**config.mk**
```make
export PLATFORM = sky130hd
export DESIGN_NAME = euler_state_update
export DESIGN_NICKNAME = d
export VERILOG_FILES = /design/src/rtl/euler_state_update.sv
export SDC_FILE = /design/constraint.sdc
export NUM_CORES = 1
export LEC_CHECK = 0
export ABC_CLOCK_PERIOD_IN_PS = 9140
export CAP_MARGIN = 30
export CORE_ASPECT_RATIO = 0.5
export CORE_MARGIN = 1.5
export CORE_UTILIZATION = 30
export DETAILED_ROUTE_END_ITERATION = 10
export SLEW_MARGIN = 20
export SYNTH_ARGS = -nofsm -noshare
export SYNTH_HDL_FRONTEND = slang
export SYNTH_SLANG_ARGS = --single-unit
```
**constraint.sdc**
```tcl
create_clock -name clk -period 9.14 [get_ports clk]
set_input_delay 1.371 -clock clk [delete_from_list [all_inputs] [get_ports clk]]
set_output_delay 1.371 -clock clk [all_outputs]
set_load 0.02 [all_outputs]
```
**src/rtl/euler_state_update.sv**
```systemverilog
// Explicit Euler state update x[i] <= x[i] + h*k[i] over an N-element vector.
// Ports: clk/rst, start + latched operands (step_in, n_in, x_base, k_base),
//   two sync read ports (mem_addr_x/mem_data_x, mem_addr_k/mem_data_k),
//   write-back on port x (mem_write, mem_wdata), status busy/done/overflow.
// Option: `define EULER_SATURATE_EN to saturate on overflow instead of wrap.
module euler_state_update #(
  parameter int WORD_SIZE     = 16,
  parameter int ADDRESS_WIDTH = 16,
  parameter int FRAC_BITS     = 7
) (
  input  logic                     clk,
  input  logic                     rst,
  input  logic                     start,
  input  logic [WORD_SIZE-1:0]     step_in,
  input  logic [WORD_SIZE-1:0]     n_in,
  input  logic [ADDRESS_WIDTH-1:0] x_base,
  input  logic [ADDRESS_WIDTH-1:0] k_base,
  output logic [ADDRESS_WIDTH-1:0] mem_addr_x,
  output logic [ADDRESS_WIDTH-1:0] mem_addr_k,
  input  logic [WORD_SIZE-1:0]     mem_data_x,
  input  logic [WORD_SIZE-1:0]     mem_data_k,
  output logic                     mem_write,
  output logic [WORD_SIZE-1:0]     mem_wdata,
  output logic                     busy,
  output logic                     done,
  output logic                     overflow
);

  localparam int PW = 2 * WORD_SIZE;
  localparam int HW = PW - WORD_SIZE + 1;

  typedef enum logic [2:0] {
    S_IDLE,
    S_READ,
    S_CALC,
    S_WRITE,
    S_DONE
  } state_t;

  state_t               r_state;
  logic [WORD_SIZE-1:0] r_h;
  logic [WORD_SIZE-1:0] r_n;
  logic [WORD_SIZE-1:0] r_i;

  logic signed [PW-1:0] w_p;
  logic signed [PW-1:0] w_q;
  logic signed [PW:0]   w_s;
  logic signed [PW:0]   w_x;
  logic [HW-1:0]        w_q_hi;
  logic [HW:0]          w_s_hi;
  logic                 w_q_ovf;
  logic                 w_s_ovf;
  logic                 w_ovf;
  logic [WORD_SIZE-1:0] w_wdata;
  logic                 w_last;

  // Full-precision product, then arithmetic shift back to the word format.
  assign w_p = $signed(r_h) * $signed(mem_data_k);
  assign w_q = w_p >>> FRAC_BITS;

  // One guard bit so the sum of x and an unbounded q is exact.
  assign w_x = $signed({{(PW + 1 - WORD_SIZE){mem_data_x[WORD_SIZE-1]}},
                        mem_data_x});
  assign w_s = $signed({w_q[PW-1], w_q}) + w_x;

  // A value fits in a signed word iff all bits above the word's sign
  // bit match that sign bit.
  assign w_q_hi  = w_q[PW-1:WORD_SIZE-1];
  assign w_s_hi  = w_s[PW:WORD_SIZE-1];
  assign w_q_ovf = (w_q_hi != '0) && (w_q_hi != '1);
  assign w_s_ovf = (w_s_hi != '0) && (w_s_hi != '1);
  assign w_ovf   = w_q_ovf | w_s_ovf;

`ifdef EULER_SATURATE_EN
  always_comb begin
    w_wdata = w_s[WORD_SIZE-1:0];
    if (w_ovf) begin
      if (w_s[PW]) begin
        w_wdata = {1'b1, {(WORD_SIZE - 1){1'b0}}};
      end else begin
        w_wdata = {1'b0, {(WORD_SIZE - 1){1'b1}}};
      end
    end
  end
`else
  assign w_wdata = w_s[WORD_SIZE-1:0];
`endif

  assign w_last = (r_i == r_n - 1'b1);

  always_ff @(posedge clk or posedge rst) begin
    if (rst) begin
      r_state    <= S_IDLE;
      r_h        <= '0;
      r_n        <= '0;
      r_i        <= '0;
      mem_addr_x <= '0;
      mem_addr_k <= '0;
      mem_write  <= 1'b0;
      mem_wdata  <= '0;
      busy       <= 1'b0;
      done       <= 1'b0;
      overflow   <= 1'b0;
    end else begin
      unique case (r_state)
        S_IDLE: begin
          if (start) begin
            r_h        <= step_in;
            r_n        <= n_in;
            r_i        <= '0;
            mem_addr_x <= x_base;
            mem_addr_k <= k_base;
            overflow   <= 1'b0;
            busy       <= 1'b1;
            if (n_in != '0) begin
              r_state <= S_READ;
            end else begin
              done    <= 1'b1;
              r_state <= S_DONE;
            end
          end
        end
        S_READ: begin
          r_state <= S_CALC;
        end
        S_CALC: begin
          mem_wdata <= w_wdata;
          mem_write <= 1'b1;
          overflow  <= overflow | w_ovf;
          r_state   <= S_WRITE;
        end
        S_WRITE: begin
          mem_write <= 1'b0;
          if (w_last) begin
            done    <= 1'b1;
            r_state <= S_DONE;
          end else begin
            // Addresses advance with i; wrap-around is intended.
            r_i        <= r_i + 1'b1;
            mem_addr_x <= mem_addr_x + 1'b1;
            mem_addr_k <= mem_addr_k + 1'b1;
            r_state    <= S_READ;
          end
        end
        S_DONE: begin
          done    <= 1'b0;
          busy    <= 1'b0;
          r_state <= S_IDLE;
        end
        default: begin
          r_state <= S_IDLE;
        end
      endcase
    end
  end

endmodule

```
# [Word level (Yosys, flattened, before mapping)]
# Cells that the tools add are included.
[totals] register_bits=103
[op_classes] addsub=5 n_mul=1 eq_ne=11 n_mux=22 bitwise_logic=2 n_reduce_logical=16
[op_table] cell="$mux 16" count=6
[op_table] cell="$pmux 16 s2" count=3
[op_table] cell="$add 16x1->16 const B" count=3
[op_table] cell="$mul 16x16->32" count=1
[op_table] cell="$add 25x16->26" count=1
[op_table] cell="$ne 18x18->1 const B" count=1
[op_table] cell="$reduce_bool 18->1" count=1
[op_table] cell="$ne 17x17->1 const B" count=1
[op_table] cell="$reduce_bool 17->1" count=1
[op_table] cell="$eq 16x16->1" count=1
[op_table] cell="$reduce_bool 16->1" count=1
[op_table] cell="$sub 16x1->16 const B" count=1
[op_table] cell="$pmux 3 s4" count=1
[op_table] cell="$mux 3" count=3
[op_table] cell="$ne 2x2->1 const B" count=4
[op_table] cell="$reduce_bool 2->1" count=4
[op_table] cell="$eq 3x2->1 const B" count=2
[op_table] cell="$pmux 1 s2" count=3
[op_table] cell="$reduce_and 2->1" count=3
[op_table] cell="$mux 1" count=5
[op_table] cell="$reduce_and 4->1" count=1
[op_table] cell="$eq 3x1->1 const B" count=1
[op_table] cell="$eq 3x3->1 const B" count=1
[op_table] cell="$logic_not 3->1" count=1
[op_table] cell="5 further kinds" count=7

# [Depth between registers and ports, before layout]
[depth] word_depth=7 ltp_mapped=34 ltp_nobuf=33

# [Worst setup path before layout]
# Ideal clock, no wire load.
[synth_path] kind="in2reg" from="input mem_data_k[1]" to="register overflow" t_arrival_ns=8.859 t_required_ns=9.012 path_slack_ns=0.153 stages=31 cell_sequence="clkbuf_1 nand2_1 fa_1 fa_1 fa_1 fa_1 inv_1 fa_1 inv_1 fa_1 inv_1 ha_1 and2_1 and4_1 o21ai_0 nand2_1 a21oi_1 nor3_1 nor2_1 xnor2_1 ha_1 nand3_1 a2111oi_0 a221oi_1 o31ai_1 a21o_1 o21a_1 nand4_1 or4_1 nor4_1 o21ai_1"
[synth_between] elab_chain_cells=7 elab_cells_between_ends=11
[synth_lines] item="from (decl)" line_no="21" source="input logic [WORD_SIZE-1:0] mem_data_k,"
[synth_lines] item="$mul 16x16->32 (*)" line_no="58" source="assign w_p = $signed(r_h) * $signed(mem_data_k);"
[synth_lines] item="$add 25x16->26" line_no="64" source="assign w_s = $signed({w_q[PW-1], w_q}) + w_x;"
[synth_lines] item="$ne 18x18->1 / $reduce_bool 18->1 (equally long branches)" line_no="71" source="assign w_s_ovf = (w_s_hi != '0) && (w_s_hi != '1);"
[synth_lines] item="$logic_and 1x1->1" line_no="71"
[synth_lines] item="$or 1x1->1 (*)" line_no="72" source="assign w_ovf = w_q_ovf | w_s_ovf;"
[synth_lines] item="$or 1x1->1 (*)" line_no="129" source="overflow <= overflow | w_ovf;"
[synth_lines] item="$pmux 1 s2 (*)" line_no="105" source="unique case (r_state)"
[synth_lines] item="to (signal assigned)" line_no="129"
[synth_lines] item="to (decl)" line_no="26" source="output logic overflow"
# Every way passes the cells marked *; elsewhere a longest branch is shown, timed or not.
# A chain may end at the register's enable or synchronous reset.

# [Worst setup path after layout]
[layout_path] from="input mem_data_k[13]" to="register overflow"
# The elaborated chain is that of the path after synthesis.

==> impl_summary.txt <==
----------------------------------------------------
[Run status]
  Result of the run ... finished clean

[Logic synthesis]
  Fraction of synthesized cell area taken by the top area cell type ... 31.91%
  Number of warning messages in the yosys log ... 0
  Cell area after synthesis ... ~16000 um^2
  Cell accounting for the most synthesized area ... sky130_fd_sc_hd__fa_1
  Register bit count reported by yosys ... ~100
  Net Count, Synth ... 2328
  Area contributors post-synth ... sky130_fd_sc_hd__fa_1, sky130_fd_sc_hd__dfrtp_1, sky130_fd_sc_hd__ha_1
  Async set-reset flop share out of synthesis ... 100.0%
  Library cells used by synthesis ... 63
  Predominant post-synthesis flop cell ... sky130_fd_sc_hd__dfrtp_1
  Number of instances in the synthesized netlist ... 1859
  Post-synthesis simple-gate area fraction ... between 15 and 20%
  Post-synthesis average cell area ... between 8 and 9 um^2
  Fraction of the mapped netlist area in compound gates ... 11.11%
  Fraction of the mapped netlist area in adder cells ... 40.13%
  Post-Synth XOR/XNOR Area ... a little over 4%
  Share of synthesized area spent on multiplexers ... 2.368%
  Register area share after synthesis ... 15.68%
  Dominant combinational cell family by area after synthesis ... adder cells
  Post-synth EDFFs ... 0

[Placement]
  # port buffers ... 150
  Detailed Place HPWL ... about 37 mm
  Post-placement cell count ... 2850
  Placer's final routability congestion estimate ... 0.8900

[STA]
  Max-slew headroom at the worst pin ... 42.85%
  Final TNS setup ... 0 ns
  Max Freq ... 0.1128 GHz
  Final period util ... 96.99%
  Final setup viols ... 0
  Max-slew violations ... 0
  Final hold viol count ... 0
  Least-Margin Pin Slew ... about 0.85 ns
  Minimum clock period ... 8.865 ns
  Layout Skew ... 0.01279 ns

[Final layout]
  Post-layout nets ... roughly 2600
  Cell Count, Final, Fillers Out ... between 2000 and 3000
  Area growth from synthesis to layout ... 27.81%
  Register area ... between 2000 and 3000 um^2
  Most used cells in the layout excluding fill and tap cells ... sky130_fd_sc_hd__inv_1, sky130_fd_sc_hd__fa_1, sky130_fd_sc_hd__nand2_1
  Layout filler cell count ... 5406
  Area taken by multi-input logic gates ... 12810 um^2
  Share of final-layout standard cells stronger than drive strength 1 ... 16.06%
  Commonest non-fill, non-tap cell in the layout ... sky130_fd_sc_hd__inv_1

[Drt]
  Post-detailed-route wirelength per cell ... 15.32 um
  Final antenna-violating net count ... 0
  Routed vias ... 13770
  # DRC ... 0
  Total wirelength of the detailed-routed design ... 44.13 mm
  Number of violations reported at the end of detailed-routing iteration 0 ... 984
  Via density per instance ... 4.780
  DR pass1 iterations ... 5

[Worst setup path]
  Delay of the slowest cell on the worst path ... between 0.6 and 0.7 ns
  CP most frequent cell ... sky130_fd_sc_hd__fa_1
  Data arrival time at the worst-slack endpoint ... slightly above 9 ns
  Crit-path slowest cell ... sky130_fd_sc_hd__fa_1
  Worst Setup End Kind ... register
  Max FO, Critical Path ... 8
  Type of origin of the critical path ... input port
  Critical path start-end classification ... in2reg
  Critical Path RT ... 9.40 ns

[GRT]
  Vias in the first global route ... between 10000 and 15000
  Wire length of the first global-routing pass ... 72.70 mm
  Tot GR Track Use ... 15.96%
  Maximum number of pins on one net before global-route repair ... 65
  Total gr overflow ... 0
  Initial antenna violation count ... 1

[Flow run]
  Total of max-cap violations ... 0

[Clock tree]
  CTS H-tree lvls ... 3
  Total number of clock tree sinks ... approximately 100
  TritonCTS clock tree ... yes
  Clock transition at the registers of the reported paths ... 0.08 ns
  Clock root cell ... sky130_fd_sc_hd__clkbuf_16
  Maximum buffer depth of the clock tree ... 2
  Clock network latency to the later pin of the worst-skew pair ... 0.38 ns
  Clock buffer count from CTS ... 9

[Die]
  Total die area ... 56280 um^2
  Vertical die dimension ... 168.5 um
  Number of placed I/O pins ... 151
  Site row count ... 60
  Die width ... 334.0 um
  Floorplan core area ... 53900 um^2
  Initial Util ... 30.49%

[Min path]
  Worst min-delay path class ... reg2reg

----------------------------------------------------
final timing paths:
| check | from | to | slack, ns | cells past startpoint |
|---|---|---|---|---|
| max in group asynchronous | rst | r_i[14] | 6.50 | 3 |
| min reg2reg | mem_wdata[1] | mem_wdata[1] | 0.48 | 2 |
| max reg2reg | r_h[7] | overflow | 0.75 | 33 |
| min | mem_wdata[1] | mem_wdata[1] | 0.48 | 2 |
| min in group asynchronous | rst | mem_addr_x[15] | 1.38 | 2 |
| max | mem_data_k[13] | overflow | 0.28 | 28 |
cell usage after synthesis, types with 10 or more instances:
cell type,n
sky130_fd_sc_hd__nand3_1,36
sky130_fd_sc_hd__nor3_1,16
sky130_fd_sc_hd__ha_1,108
sky130_fd_sc_hd__o211ai_1,10
sky130_fd_sc_hd__a21oi_1,109
sky130_fd_sc_hd__and2_1,124
sky130_fd_sc_hd__a31oi_1,14
sky130_fd_sc_hd__nor4_1,12
sky130_fd_sc_hd__clkbuf_1,62
sky130_fd_sc_hd__nor2_1,74
sky130_fd_sc_hd__o21ai_0,69
sky130_fd_sc_hd__nand2_1,208
sky130_fd_sc_hd__a21o_1,20
sky130_fd_sc_hd__nand4_1,21
sky130_fd_sc_hd__mux2_2,31
sky130_fd_sc_hd__o22ai_1,23
sky130_fd_sc_hd__buf_2,10
sky130_fd_sc_hd__inv_1,325
sky130_fd_sc_hd__dfrtp_1,103
sky130_fd_sc_hd__and3_1,16
sky130_fd_sc_hd__xnor2_1,51
sky130_fd_sc_hd__fa_1,262
sky130_fd_sc_hd__nand2b_1,12
sky130_fd_sc_hd__xor2_1,26
sky130_fd_sc_hd__o31ai_1,10
through the flow:
| step | hold slack (ns) | worst slack [ns] | cell area [um^2] | utilization [%] |
|---|---|---|---|---|
| 5_1_grt | 0.5117 | -0.05198 | 21010 | 38.97 |
| 4_1_cts | 0.4832 | 0.009471 | 20490 | 38.02 |
| 2_1_floorplan | 0.5024 | 0.1528 | 16440 | - |
| 3_3_place_gp | 0.4612 | -0.6100 | 20120 | 37.32 |
| 3_5_place_dp | 0.4657 | -0.6502 | 20120 | 37.32 |
| 6_report | 0.4806 | 0.2754 | 21010 | 38.97 |
flip-flops by register name, summed over array words and instances, names as in the netlist:
signal      cells
r_state         3
mem_wdata      16
mem_write       1
done            1
mem_addr_x     16
mem_addr_k     16
r_n            16
busy            1
r_h            16
overflow        1
r_i            16
metal layers:
metal | GRT usage (%) | vias up | share of wire [%]
li1 | - | 6580 | -
met5 | 0 | - | 0
met1 | 23.90 | 6832 | 49
met4 | 4.447 | 0 | 2.3
met3 | 1.993 | 60 | 4.4
met2 | 24.10 | 300 | 44
cell families (layout without fill, tap and decap cells):
logic type,count (synthesis),after routing
flops,103,103
other cells,0,1
fa+ha+maj,370,370
xor+xnor,77,77
buf+inv,397,705
compound gates,307,307
simple gates,570,570
mux,35,35
cell type report:
cell class / instances / share of cell area [%]
inverter: 325 / 5.837
clock buffer: 9 / 1.072
tap: 713 / 4.247
sequential: 103 / 12.27
antenna: 1 / 0.01191
multi-input combinational: 1359 / 60.99
clock inverter: 7 / 0.4110
timing repair buffer: 364 / 15.16
repair_timing:
action	in CTS	in global routing
resized for setup	19	101
hold buffers	0	0
cloned	0	1
pin swaps	6	44
hold endpoints to repair	0	0
endpoints found under the setup margin	1	1
buffers inserted	2	10
critical path: cells and delay by family:
| kind | cells | cell delay [ns] |
|---|---|---|
| compound gates | 6 | 1.18 |
| fa+ha+maj | 8 | 3.59 |
| buf+inv | 5 | 0.82 |
| simple gates | 9 | 2.16 |
Power is not shown: default switching activity piles up to over one toggle a cycle in this logic, so the estimate is an artifact.
